--- src/rtl/binary_target_locator_pkg.sv ---
// Shared constants for the binary target locator: colour modes, binarised pixel
// levels and FSM state encoding.
package binary_target_locator_pkg;

  localparam logic [1:0] MODE_RED   = 2'b00;
  localparam logic [1:0] MODE_GREEN = 2'b01;
  localparam logic [1:0] MODE_BLUE  = 2'b10;
  localparam logic [1:0] MODE_GRAY  = 2'b11;

  localparam logic [7:0] BIN_TARGET     = 8'd0;
  localparam logic [7:0] BIN_BACKGROUND = 8'd255;

  typedef logic [1:0] state_t;

  localparam state_t ST_IDLE    = 2'd0;
  localparam state_t ST_ACCUM   = 2'd1;
  localparam state_t ST_PUBLISH = 2'd2;

endpackage

--- src/rtl/binary_target_locator_raster.sv ---
// Raster x/y counter. A restart forces the current coordinate to (0,0) in the same
// cycle, so a pixel coincident with the restart is processed as the first pixel.
module raster_counter #(
  parameter int unsigned H_ACTIVE = 640,
  parameter int unsigned V_ACTIVE = 480,
  parameter int unsigned COORD_W  = 10
) (
  input  logic               clk,
  input  logic               rst_n,
  input  logic               restart,
  input  logic               advance,
  output logic [COORD_W-1:0] x,
  output logic [COORD_W-1:0] y,
  output logic               last_pixel
);

  logic [COORD_W-1:0] x_q, y_q, x_d, y_d;
  logic               x_wrap;

  always_comb begin
    x          = restart ? '0 : x_q;
    y          = restart ? '0 : y_q;
    x_wrap     = (x == COORD_W'(H_ACTIVE - 1));
    last_pixel = x_wrap && (y == COORD_W'(V_ACTIVE - 1));
    x_d        = x;
    y_d        = y;
    if (advance) begin
      if (x_wrap) begin
        x_d = '0;
        y_d = last_pixel ? '0 : y + COORD_W'(1);
      end else begin
        x_d = x + COORD_W'(1);
      end
    end
  end

  always_ff @(posedge clk) begin
    if (!rst_n) begin
      x_q <= '0;
      y_q <= '0;
    end else begin
      x_q <= x_d;
      y_q <= y_d;
    end
  end

endmodule

--- src/rtl/binary_target_locator.sv ---
// Per-frame bounding box, centre and pixel count of target pixels from the
// binarisation stage; results are published with a one-cycle result_valid pulse.
module binary_target_locator
  import binary_target_locator_pkg::*;
#(
  parameter int unsigned H_ACTIVE   = 640,
  parameter int unsigned V_ACTIVE   = 480,
  parameter int unsigned COORD_W    = 10,
  parameter int unsigned CNT_W      = 19,
  parameter int unsigned MIN_PIXELS = 64
) (
  input  logic               clk,
  input  logic               rst_n,
  input  logic               frame_start,
  input  logic               pix_valid,
  input  logic [7:0]         bin,
  input  logic [1:0]         color_select,
  input  logic [7:0]         threhold,
  output logic [COORD_W-1:0] x_min,
  output logic [COORD_W-1:0] x_max,
  output logic [COORD_W-1:0] y_min,
  output logic [COORD_W-1:0] y_max,
  output logic [COORD_W-1:0] center_x,
  output logic [COORD_W-1:0] center_y,
  output logic [CNT_W-1:0]   pix_count,
  output logic               target_found,
  output logic               result_valid
);

  state_t state_q, state_d;

  logic [COORD_W-1:0] px, py;
  logic               last_pixel, accept, frame_done, is_target, found_d;

  logic [COORD_W-1:0] x_min_q, x_min_d, x_max_q, x_max_d;
  logic [COORD_W-1:0] y_min_q, y_min_d, y_max_q, y_max_d;
  logic [CNT_W-1:0]   cnt_q, cnt_d;
  logic [COORD_W:0]   sum_x, sum_y;
  logic [COORD_W-1:0] center_x_d, center_y_d;

  // frame_start opens a frame from any state, so its pixel is always accepted.
  assign accept     = pix_valid && (frame_start || (state_q == ST_ACCUM));
  assign frame_done = accept && last_pixel;

  raster_counter #(
    .H_ACTIVE (H_ACTIVE),
    .V_ACTIVE (V_ACTIVE),
    .COORD_W  (COORD_W)
  ) u_raster (
    .clk        (clk),
    .rst_n      (rst_n),
    .restart    (frame_start),
    .advance    (accept),
    .x          (px),
    .y          (py),
    .last_pixel (last_pixel)
  );

  always_comb begin
    if (color_select == MODE_GRAY) begin
      is_target = (bin < threhold);
    end else begin
      is_target = (bin == BIN_TARGET);
    end
  end

  always_comb begin
    if (frame_start) begin
      x_min_d = '1;
      x_max_d = '0;
      y_min_d = '1;
      y_max_d = '0;
      cnt_d   = '0;
    end else begin
      x_min_d = x_min_q;
      x_max_d = x_max_q;
      y_min_d = y_min_q;
      y_max_d = y_max_q;
      cnt_d   = cnt_q;
    end
    if (accept && is_target) begin
      if (px < x_min_d) x_min_d = px;
      if (px > x_max_d) x_max_d = px;
      if (py < y_min_d) y_min_d = py;
      if (py > y_max_d) y_max_d = py;
      if (cnt_d != '1) cnt_d = cnt_d + CNT_W'(1);
    end
  end

  always_comb begin
    found_d    = (cnt_d >= CNT_W'(MIN_PIXELS));
    sum_x      = {1'b0, x_min_d} + {1'b0, x_max_d};
    sum_y      = {1'b0, y_min_d} + {1'b0, y_max_d};
    center_x_d = COORD_W'(sum_x >> 1);
    center_y_d = COORD_W'(sum_y >> 1);
  end

  always_comb begin
    state_d = state_q;
    case (state_q)
      ST_IDLE:    if (frame_start) state_d = ST_ACCUM;
      ST_ACCUM:   state_d = ST_ACCUM;
      ST_PUBLISH: state_d = frame_start ? ST_ACCUM : ST_IDLE;
      default:    state_d = ST_IDLE;
    endcase
    if (frame_done) state_d = ST_PUBLISH;
  end

  always_ff @(posedge clk) begin
    if (!rst_n) begin
      state_q <= ST_IDLE;
      x_min_q <= '1;
      x_max_q <= '0;
      y_min_q <= '1;
      y_max_q <= '0;
      cnt_q   <= '0;
    end else begin
      state_q <= state_d;
      x_min_q <= x_min_d;
      x_max_q <= x_max_d;
      y_min_q <= y_min_d;
      y_max_q <= y_max_d;
      cnt_q   <= cnt_d;
    end
  end

  // Results are captured on the edge accepting the last pixel, so they are
  // visible together with result_valid during the PUBLISH cycle.
  always_ff @(posedge clk) begin
    if (!rst_n) begin
      x_min        <= '0;
      x_max        <= '0;
      y_min        <= '0;
      y_max        <= '0;
      center_x     <= '0;
      center_y     <= '0;
      pix_count    <= '0;
      target_found <= 1'b0;
      result_valid <= 1'b0;
    end else begin
      result_valid <= frame_done;
      if (frame_done) begin
        pix_count    <= cnt_d;
        target_found <= found_d;
        x_min        <= found_d ? x_min_d : '0;
        x_max        <= found_d ? x_max_d : '0;
        y_min        <= found_d ? y_min_d : '0;
        y_max        <= found_d ? y_max_d : '0;
        center_x     <= found_d ? center_x_d : '0;
        center_y     <= found_d ? center_y_d : '0;
      end
    end
  end

endmodule

--- config.mk ---
export PLATFORM = sky130hd
export DESIGN_NAME = binary_target_locator
export DESIGN_NICKNAME = d
export VERILOG_FILES = /design/src/rtl/binary_target_locator_pkg.sv /design/src/rtl/binary_target_locator_raster.sv /design/src/rtl/binary_target_locator.sv
export SDC_FILE = /design/constraint.sdc
export NUM_CORES = 1
export LEC_CHECK = 0
export CAP_MARGIN = 10
export CORE_MARGIN = 1.5
export CORE_UTILIZATION = 30
export CTS_CLUSTER_SIZE = 14
export DETAILED_ROUTE_END_ITERATION = 6
export GPL_TIMING_DRIVEN = 1
export SYNTH_ARGS = -nofsm -noshare
export SYNTH_HDL_FRONTEND = slang
export SYNTH_HIERARCHICAL = 1
export SYNTH_SLANG_ARGS = --single-unit
--- constraint.sdc ---
create_clock -name clk -period 6.25 [get_ports clk]
set_input_delay 1.25 -clock clk [delete_from_list [all_inputs] [get_ports clk]]
set_output_delay 1.25 -clock clk [all_outputs]
set_load 0.02 [all_outputs]
# == Yosys cells after proc, flatten, opt, wreduce, memory -nomap -nowiden ==
# Index checks and enable logic that the tools add are counted.
# W data, S select, Z words.
# classes
n_bitwise,1
magnitude_cmp,6
reduce_logical,8
addsub,5
mux,33
eq_ne,8
# ops
operator,count
$mux W10,25
$mux W19,3
$add A10 B10 Y11,2
$add A10 B1 Y10 const B,2
$gt A10 B10 Y1,2
$lt A10 B10 Y1,2
$add A19 B1 Y19 const B,1
$ge A19 B7 Y1 const B,1
$ne A19 B19 Y1 const B,1
$eq A10 B10 Y1 const B,1
$eq A10 B9 Y1 const B,1
$logic_not A8 Y1,1
$lt A8 B8 Y1,1
$pmux W2 S3,1
$eq A2 B2 Y1 const B,2
$logic_and A1 B1 Y1,4
$mux W2,2
$ne A3 B3 Y1 const B,1
$eq A2 B1 Y1 const B,1
$logic_not A2 Y1,1
$mux W1,2
$ne A2 B2 Y1 const B,1
$reduce_or A2 Y1,1
$logic_or A1 B1 Y1,1
$not A1 Y1,1
# totals
output_inout_bits,81
reg_bits,162
inputBits,22
word_cells,79

# == Logic depth before layout (Yosys ltp) ==
# depth
ltp_word,7
mapped_depth,24
depth_no_buf,21

# == Cells and area by module ==
# The synthesis kept the hierarchy.
# by_module_without_submodules
module,seq_area_each_um2,cells_each,area_per_inst_um2,instances
binary_target_locator,2842.7,918,7577.3,1
raster_counter,400.4,141,1167.4,1

# == Worst setup path before layout ==
# OpenSTA, ideal clock, no wires.
# synth_path
kind,input port to flip-flop
from,input port frame_start
to,register center_x[9]
path_slack_ns,0.793
cell_stages,22
path_buffers,3
arrival_time_ns,5.336
setup_ns,0.122
t_required_ns,6.128
cell_sequence,buf_2 > clkbuf_1 > buf_1 > nor2_1 > ha_1 > a211oi_1 > nor2_1 > or3_1 > a21oi_1 > nand2_1 > o21ai_0 > inv_1 > fa_1 > a21o_1 > a21oi_1 > o21bai_1 > a21oi_1 > o21bai_1 > a21oi_1 > o21bai_1 > a21oi_1 > o21ai_0
# synth_via
elab_chain_len,6
word_cells_on_any_way,25
classes_between,add/sub: 2; order compare: 3; eq/ne: 3; mux: 12; reduce/logical: 5
# synth_lines
element,line,source
from (decl),binary_target_locator.sv:14,"input logic frame_start,"
$mux W10 (tied with other cells),binary_target_locator_raster.sv:21,x = restart ? '0 : x_q;
$lt A10 B10 Y1 or $logic_and A1 B1 Y1 (tied branches),"binary_target_locator.sv:82, binary_target_locator.sv:42",
$mux W10 or $logic_and A1 B1 Y1 (tied branches),"binary_target_locator.sv:82, binary_target_locator.sv:81",
$mux W10 *,binary_target_locator.sv:81,if (accept && is_target) begin
net x_min_d[1],binary_target_locator.sv:35,"logic [COORD_W-1:0] x_min_q, x_min_d, x_max_q, x_max_d;"
$add A10 B10 Y11 *,binary_target_locator.sv:92,"sum_x = {1'b0, x_min_d} + {1'b0, x_max_d};"
$mux W10 *,binary_target_locator.sv:149,center_x <= found_d ? center_x_d : '0;
to (signal assigned),binary_target_locator.sv:149,
to (decl),binary_target_locator.sv:23,"output logic [COORD_W-1:0] center_x,"
# The timed path passes the listed nets; every way through them passes the cells marked *.
# A chain may end at the register's enable or synchronous reset.

# == Final worst setup path ==
# layout_path
from,input port frame_start
to,register center_y[8]
# layout_via
elab_chain_len,6
word_cells_on_any_way,25
classes_between,add/sub: 2; order compare: 3; eq/ne: 3; mux: 12; reduce/logical: 5
# layout_lines
element,line,source
$mux W10,binary_target_locator_raster.sv:22,y = restart ? '0 : y_q;
net py[3],binary_target_locator.sv:32,"logic [COORD_W-1:0] px, py;"
$lt A10 B10 Y1,binary_target_locator.sv:84,if (py < y_min_d) y_min_d = py;
$mux W10,binary_target_locator.sv:84,
$mux W10,binary_target_locator.sv:81,
net y_min_d[2],binary_target_locator.sv:36,"logic [COORD_W-1:0] y_min_q, y_min_d, y_max_q, y_max_d;"
$add A10 B10 Y11,binary_target_locator.sv:93,"sum_y = {1'b0, y_min_d} + {1'b0, y_max_d};"
$mux W10,binary_target_locator.sv:150,center_y <= found_d ? center_y_d : '0;
to (signal assigned),binary_target_locator.sv:150,
to (decl),binary_target_locator.sv:24,"output logic [COORD_W-1:0] center_y,"
# The timed path passes the listed nets, and every way through them passes these cells.

==> results.tsv <==
stage	metric	value	unit
drt	num_vias	7582	
finish	syn2layout_area_growth	24.5	%
clock_network	cts.clk_slew.worst_paths	70	ps
floorplanning	core	28700	sq um
sta	worst_pin_slew	904	ps
synth	synthCells	1059	
floorplanning	die_h	174	um
synth	syn_nets	1149	
worst_hold_path	min_path_type	flip-flop to flip-flop	
grt	grt_overflow	0	
synth	synth_cell_type_count	66	
synth	synthTopCellsByArea	dfxtp_1 (37%), ha_1 (9.4%), nand2_1 (5.6%)	
finish	n_antenna_cell	0	
finish	n_fill_cell	2969	
power	power.total	2.23	mW
synth	async_flop_share	0	%
power	clock_power_share	48.3	%
critical_path	crit_path_end_kind	flip-flop	
critical_path	ff2ff_path_depth	16	
sta	setup_viol	0	
power	combPwrFrac	5.2	%
sta	tns	0	ps
synth	synth_edf_count	0	
place	place_ws	304	ps
clock_network	cts_sinks	162	
synth	synthTopCellsByCount	dfxtp_1 (162), nand2_1 (131), nor2_1 (73)	
synth	ys.warnings.count	6	
place	dpl-instance-area	10300	sq um
power	ir_worst_vdd	0.000180	V
sta	hold_viol	0	
floorplanning	ios	103	
place	portBuffers	102	
finish	stdcell_count	1556	
critical_path	crit_required	6580	ps
critical_path	crit_arrival	5860	ps
finish	num-nets-final	1249	
grt	antenna_found_initial	0	
clock_network	cts_buffers	17	
clock_network	ctsResizeCount	0	
critical_path	cp_max_fo	48	
floorplanning	die_x	174	um
floorplanning	rows	62	
grt	grt_pass1_vias	7369	
drt	postRouteAntennaNets	0	
sta	fin_crit_sh	88.6	%
sta	whs	448	ps
clock_network	hold_buffers	0	
sta	rsz0062_at_grt	no	
finish	final_util	37.9	%
sta	final.min_clock_period	5530	ps
clock_network	cts_root_buf	clkbuf_16	
synth	syn_avg_cell_area	8.26	sq um
synth	synth_area_leader_cell	dfxtp_1	
sta	slew_violations	0	
clock_network	clkLatencyLatePin	440	ps
drt	wl_per_cell	15.0	um
floorplanning	die-area	30200	sq um
synth	syn_area	8740	sq um
power	p_switching	551	uW
drt	viasPerCell	4.87	
synth	netlist.area_leader.share	37.1	%
clock_network	htreeDepth	4	
clock_network	cts_buffer_depth	2	
power	p_leak	4.45	nW
critical_path	startpoint_type	primary input	
grt	grt_use_total	15.8	%
synth	ys.flop_type	dfxtp_1	
sta	worst_slack	716	ps
drt	drc	0	
place	dp_hpwl	17000	um
drt	wl	23400	um
clock_network	post-cts-setup-buffer-count	0	
power	seqPwrFrac	46.5	%
synth	ys_seq_area_share	37.1	%
run	maxCapViolCount	0	
drt	drtPass1Iterations	5	
synth	yosysMostFrequentCell	dfxtp_1	
synth	ys_seq_elements	162	
power	p_per_area	205	nW/um^2
power	power_switching_share	24.6	%
sta	fmax	0.181	GHz
finish	reg.largest.list	cnt_q: 19 flops, pix_count: 19 flops	
worst_hold_path	hold-path-cell-count	2	
finish	drive_gt1_share	7.00	%
grt	grt_max_degree	102	
critical_path	worstSetupPathType	primary input to flip-flop	
place	dp_cells	1524	
floorplanning	start_util	30.5	%
run_status	status	complete, no violations	
drt	initialDrtViolationCount	451	
place	gp_congestion	0.836	
power	p_int	1.68	mW
sta	max-slew-margin-rel	39.7	%
finish	design_area	10900	sq um
sta	clock_skew	13.1	ps
clock_network	cts_tree	done	
grt	grt_first_pass_wirelength	38200	um
[layer usage]
layer  global-route usage [%]  vias up  wire length (um)
met3                     3.38       23               861
met5                        0        -                 0
met2                     27.0      153             11100
li1                         -     3866                 -
met1                     20.1     3540             11100
met4                     4.17        0               308
[critical path, stage by stage]
cell and delay, ps:
buf_2 600, nor2b_1 340, ha_1 400, a211o_1 290, a21oi_1 130, o31ai_1 90
a21oi_1 200, nand2_1 200, o21ai_0 440, inv_1 90, ha_1 370, and3_1 220
a2111oi_0 530, o21ai_0 210, a31oi_1 240, xor2_1 160, o21ai_0 90
[area by class of cell]
type	count	area (sq um)	area share, %
multi-input combinational	787	5070	46.6
sequential	162	3240	29.8
timing repair buffer	136	1280	11.7
tap	384	480	4.41
clock buffer	17	425	3.91
inverter	55	206	1.90
clock inverter	15	174	1.60
[logic make-up (layout without fill, tap and decap cells)]
logic type	after synthesis	after routing	synth area share, %
adder cells (fa/ha/maj)	68	68	9.90
multiplexers	7	7	0.816
buffers and inverters	110	223	5.02
AND/OR/NAND/NOR	429	429	25.7
AO/OA/AOI/OAI	242	242	17.4
flip-flops	162	162	37.1
XOR/XNOR	41	41	4.11
[power by group through the flow]
stage | combinational [mW] | clock (mW) | sequential [mW]
after CTS | 0.119 | 1.10 | 1.04
after detailed placement | 0.119 | 0 | 1.06
after floorplan | 0.0727 | 0 | 1.06
after global routing | 0.131 | 1.15 | 1.04
after global placement | 0.118 | 0 | 1.06
final | 0.117 | 1.08 | 1.04
[path summary, 6_finish.rpt]
check / end / from / slack [ps]
max: center_y[8] / frame_start / 720
min: target_found / target_found / 450
max reg2reg: center_y[8] / u_raster/y_q[4] / 1650
min reg2reg: target_found / target_found / 450
[layout by cell type, fill, tap and decap left out, types with 20 or more instances in the layout]
master	n
xnor2_1	21
inv_1	55
nand2_1	131
nor2b_1	54
and2_1	37
dfxtp_1	162
buf_4	33
nand2b_1	29
ha_1	66
a21oi_1	61
o21ai_0	55
nor2_1	73
xor2_1	20
clkdlybuf4s50_1	100
a31oi_1	23
Note: power is estimated with default switching activity, not from simulation.
